===== src/rtl/fixed_sqrt_pkg.sv =====
// Shared constants, FSM state type and start-pair helper for the seeded square root.
package fixed_sqrt_pkg;

  localparam int unsigned FRAC_BITS = 4;
  localparam int unsigned CNT_W     = 6;

  typedef enum logic [1:0] {
    IDLE = 2'd0,
    CALC = 2'd1,
    DONE = 2'd2
  } state_t;

  // First radicand pair to process: skips pairs above the seeded integer MSB.
  // Fraction-only operands start at the top pair of the 2*FRAC_BITS fraction field.
  function automatic logic [CNT_W-1:0] start_pair(
    input logic [5:0]  loc,
    input logic        loc_valid,
    input int unsigned rw
  );
    int unsigned sp;
    if (loc_valid) begin
      sp = 32'(loc) + FRAC_BITS;
      if (sp > rw - 1) sp = rw - 1;
    end else begin
      sp = FRAC_BITS - 1;
    end
    return CNT_W'(sp);
  endfunction

endpackage


===== src/rtl/sqrt_step.sv =====
// One combinational digit-by-digit square root iteration over a single radicand pair.
module sqrt_step #(
  parameter int unsigned RW = 8
) (
  input  logic [RW+1:0] rem_in,
  input  logic [RW-1:0] root_in,
  input  logic [1:0]    pair,
  output logic [RW+1:0] rem_out,
  output logic [RW-1:0] root_out
);

  localparam int unsigned TW = RW + 4;

  logic [TW-1:0] t_c;
  logic [TW-1:0] trial_c;
  logic          ge_c;

  // Trial subtraction of (root<<2)|1 from the shifted-in partial remainder.
  always_comb begin
    t_c      = {rem_in, pair};
    trial_c  = {2'b00, root_in, 2'b01};
    ge_c     = (t_c >= trial_c);
    rem_out  = ge_c ? (RW+2)'(t_c - trial_c) : (RW+2)'(t_c);
    root_out = {root_in[RW-2:0], ge_c};
  end

endmodule


===== src/rtl/fixed_sqrt_seeded.sv =====
// Iterative fixed-point square root, seeded by the leading-set-bit location to skip zero pairs.
module fixed_sqrt_seeded
  import fixed_sqrt_pkg::*;
#(
  parameter int unsigned WIDTH = 12
) (
  input  logic                            clk,
  input  logic                            rst_,
  input  logic                            in_valid,
  output logic                            in_ready,
  input  logic [WIDTH-1:0]                in_vector,
  input  logic [5:0]                      in_location,
  input  logic                            in_location_valid,
  output logic                            out_valid,
  input  logic                            out_ready,
  output logic [(WIDTH+FRAC_BITS)/2-1:0]  out_root,
  output logic                            out_exact
);

  localparam int unsigned RW   = (WIDTH + FRAC_BITS) / 2;
  localparam int unsigned RADW = 2 * RW;
  localparam int unsigned REMW = RW + 2;
  localparam int unsigned IDXW = $clog2(RADW);

  state_t            state_q;
  logic [CNT_W-1:0]  cnt_q;
  logic [RADW-1:0]   rad_q;
  logic [REMW-1:0]   rem_q;
  logic [RW-1:0]     root_q;

  logic [IDXW-1:0]   idx_c;
  logic [1:0]        pair_c;
  logic [REMW-1:0]   rem_nx_c;
  logic [RW-1:0]     root_nx_c;

  // Select the radicand pair addressed by the iteration counter.
  always_comb begin
    idx_c  = IDXW'({cnt_q, 1'b0});
    pair_c = rad_q[idx_c +: 2];
  end

  sqrt_step #(
    .RW (RW)
  ) u_step (
    .rem_in   (rem_q),
    .root_in  (root_q),
    .pair     (pair_c),
    .rem_out  (rem_nx_c),
    .root_out (root_nx_c)
  );

  // Control FSM, datapath registers and registered handshake/result outputs.
  always_ff @(posedge clk or negedge rst_) begin
    if (!rst_) begin
      state_q   <= IDLE;
      cnt_q     <= '0;
      rad_q     <= '0;
      rem_q     <= '0;
      root_q    <= '0;
      in_ready  <= 1'b1;
      out_valid <= 1'b0;
      out_root  <= '0;
      out_exact <= 1'b0;
    end else begin
      case (state_q)
        IDLE: begin
          if (in_valid) begin
            rad_q    <= {in_vector, FRAC_BITS'(0)};
            rem_q    <= '0;
            root_q   <= '0;
            cnt_q    <= start_pair(in_location, in_location_valid, RW);
            in_ready <= 1'b0;
            state_q  <= CALC;
          end
        end
        CALC: begin
          rem_q  <= rem_nx_c;
          root_q <= root_nx_c;
          if (cnt_q == '0) begin
            out_root  <= root_nx_c;
            out_exact <= (rem_nx_c == '0);
            out_valid <= 1'b1;
            state_q   <= DONE;
          end else begin
            cnt_q <= cnt_q - CNT_W'(1);
          end
        end
        DONE: begin
          if (out_ready) begin
            out_valid <= 1'b0;
            in_ready  <= 1'b1;
            state_q   <= IDLE;
          end
        end
        default: begin
          state_q <= IDLE;
        end
      endcase
    end
  end

endmodule


===== config.mk =====
export PLATFORM = sky130hd
export DESIGN_NAME = fixed_sqrt_seeded
export DESIGN_NICKNAME = d
export VERILOG_FILES = /design/src/rtl/fixed_sqrt_pkg.sv /design/src/rtl/sqrt_step.sv /design/src/rtl/fixed_sqrt_seeded.sv
export SDC_FILE = /design/constraint.sdc
export NUM_CORES = 1
export LEC_CHECK = 0
export ABC_CLOCK_PERIOD_IN_PS = 3400
export CORE_MARGIN = 2
export CORE_UTILIZATION = 56
export CTS_CLUSTER_DIAMETER = 30
export DETAILED_ROUTE_END_ITERATION = 16
export GPL_TIMING_DRIVEN = 0
export PLACE_DENSITY = 0.8
export SYNTH_ARGS = -nofsm -noshare
export SYNTH_HDL_FRONTEND = slang
export SYNTH_SLANG_ARGS = --single-unit
export TNS_END_PERCENT = 30

===== constraint.sdc =====
create_clock -name clk -period 3.4 [get_ports clk]
set_input_delay 0.85 -clock clk [delete_from_list [all_inputs] [get_ports clk]]
set_output_delay 0.85 -clock clk [all_outputs]
set_load 0.01 [all_outputs]

==> flow_summary_export.csv <==
group,metric,value,unit
cts,root_buffer,"clkbuf_8",
power,power_frac_comb,0.641,
placed_design,dp_slack,125,ps
power,vdd_drop_max,0.480,mV
run,drv_cap,0,
timing,final_period_minus_worst_setup_slack,3180,ps
route,post-route-drc-count,0,
route,firstDrtPassIters,4,
route,wl_per_cell,14.5,um
logic_synthesis,ys_top_cells_by_area,"dfrtp_1 42%, ha_1 6.2%, nand2_1 5.9%",
route,antenna_left,0,
critical_path,endpoint_kind,"flop",
timing,skew,5.96,ps
timing,hold_ws,440,ps
global_route,antenna_found_initial,0,
finish,nets,386,
critical_path,r2r_cells,13,
critical_path,crit_required,3620,ps
power,p_leak,1.49,nW
route,vias_per_cell,5.69,
cts,clk_pin_slew,100,ps
timing,setup_viol,0,
logic_synthesis,ys_ff_latch,49,
logic_synthesis,syn_area_per_cell,9.25,um2
cts,cts_max_level,2,
route,initialDrtViolationCount,145,
global_route,grt_max_degree,36,
floorplan,initial_core_util,0.591,
finish,antenna_cells_inserted,0,
floorplan,fp.dieArea,5670,um2
floorplan,pin_count,34,
critical_path,worstSetupStartpointType,"flop",
power,p_sw,1.81,mW
logic_synthesis,syn_nets,345,
power,power_density,1160,nW/um2
route,via_count,2371,
cts,cts_sinks,49,
timing,period_share,0.934,
power,p_int,2.11,mW
critical_path,worstReg2RegStart,"cnt_q[0]",
placed_design,place.gp.congestion,0.917,
critical_path,worstPathArrival,3400,ps
critical_path,worstSetupStartpoint,"cnt_q[0]",
logic_synthesis,synth-warning-count,0,
logic_synthesis,synth_edf_count,0,
finish,final_core_util,0.702,
timing,max-slew-margin-rel,0.586,
placed_design,dp_cells,409,
power,swShare,0.461,
critical_path,timing.rr.end,"out_exact",
cts,clock_latency,310,ps
timing,layout_setup_ws,223,ps
hold_path,hold_path.class,"in2async",
cts,cts_tree,"done",
floorplan,die_y,75.3,um
placed_design,numPortBuffers,33,
critical_path,r2r_setup_slack,220,ps
global_route,grt_pass1_wl,9.87,mm
global_route,grt-ovfl-total,0,
logic_synthesis,synth-main-ff-cell,"dfrtp_1",
logic_synthesis,ys_types,51,
outcome,status,"finished, final reports clean",
logic_synthesis,syn_area,2850,um2
floorplan,core-area,4820,um2
timing,report.final.hold_viol_count,0,
placed_design,dpl.hpwl,4.68,mm
timing,tightestPinTransition,620,ps
global_route,first_global_vias,2163,
logic_synthesis,yosysTopAreaCellShare,0.422,
finish,synthToLayoutAreaGrowth,18.8,%
route,wirelength,6.04,mm
finish,fillers,427,
critical_path,crit_type,"reg2reg",
logic_synthesis,yosys.area.top_type,"dfrtp_1",
finish,fin_cells,417,
global_route,grt_use_total,0.230,
power,pwr-share-clk,0.093,
timing,max_freq,0.315,GHz
floorplan,rows,25,
critical_path,crit_path_max_fanout,9,
finish,drive_above_1_share,0.117,
timing,slew_violations,0,
logic_synthesis,synthCells,308,
logic_synthesis,synth_async_sr_flop_share,1.00,
cts,clk_path_buf_depth,2,
floorplan,die_w,75.3,um
cts,cts_buffers,5,
critical_path,critPathCapture,"out_exact",
power,seq_power_share,0.265,
logic_synthesis,seq_area_frac_synth,0.431,
[flip-flops by register name, indices dropped and copies added, names as in the netlist]
register and flops:
cnt_q 6, in_ready 1, out_exact 1, out_root 8, out_valid 1, rad_q 12
rem_q 10, root_q 8, state_q 2
[placed cells by master (no fill, tap or decap), drive strengths merged, types with 11 or more instances in the layout]
cell	count
dfrtp	48
nand2	45
clkdlybuf4s50	32
nor2	23
o21ai	22
inv	21
o22ai	18
ha	14
a21oi	13
mux2	13
clkbuf	12
nand3	11
[cell type report]
type / count / area, um2 / area share
Sequential cell: 49 / 1230 / 0.363
Clock buffer: 5 / 68.8 / 0.0203
Buffer: 13 / 70.1 / 0.0207
Tap cell: 67 / 83.8 / 0.0248
Multi-Input combinational cell: 226 / 1490 / 0.439
Clock inverter: 3 / 26.3 / 0.00777
Timing Repair Buffer: 34 / 345 / 0.102
Inverter: 20 / 75.1 / 0.0222
[cell usage after synthesis (4+ instances only)]
cell type   n
nand2b_1    4
inv_1      20
mux2i_1     8
clkbuf_1    7
nor2_1     23
ha_1       14
mux2_2     13
a21oi_1    13
dfrtp_1    48
o21ai_0    20
nand3_1    10
nand2_1    45
o22ai_1    18
[metrics by stage]
stage          cell area (um2)  setup TNS [ps]  total power, mW
2_1_floorplan             2850               0             2.94
3_3_place_gp              3260               0             3.45
3_5_place_dp              3280               0             3.53
4_1_cts                   3370               0             3.90
5_1_grt                   3380           -4.88             4.25
6_report                  3380               0             3.92
[repair_timing]
item                                    CTS  global route
resized for setup                         0             5
endpoints found under the setup margin    0             6
buffers inserted                          0             0
hold buffers                              0             0
[cells by family after synthesis]
logic type,synth area share
simple gates,0.163
compound gates,0.196
flops,0.431
buf+inv,0.0505
mux,0.0795
fa+ha+maj,0.0615
xor+xnor,0.0185
[worst max-delay path, cell delays in order (launching register included)]
cell and delay [ps]:
dfrtp_1 380, buf_6 140, mux2i_1 130, o22ai_1 330, nor2_1 130, ha_1 250, nor2b_1 130, o21ai_0 190
a31oi_1 160, o21a_1 200, clkbuf_1 190, o41ai_1 400, o2111ai_1 230, o41ai_2 230
[power groups by stage]
stage	registers, mW	logic (mW)	clock network (mW)
6_report	1.04	2.51	0.365
3_5_place_dp	1.06	2.47	0
4_1_cts	1.04	2.48	0.373
2_1_floorplan	1.02	1.91	0
3_3_place_gp	1.04	2.41	0
5_1_grt	1.08	2.78	0.388
[layer usage]
layer / global-route usage / part of all wire / up-vias
met5: 0 / 0 / -
met4: 0.0702 / 0.018 / 0
met3: 0.0331 / 0.030 / 9
met2: 0.393 / 0.51 / 44
met1: 0.305 / 0.44 / 1133
li1: - / - / 1185
[how the worst min path moves through the flow]
stage | to | slack, ps
after floorplan | rad_q[4] | 480
after global placement | out_root[7] | 460
after detailed placement | out_root[6] | 470
after CTS | rad_q[4] | 450
after global routing | rad_q[4] | 460
final | rad_q[5] | 440
Note: power is estimated with default switching activity, not from simulation.
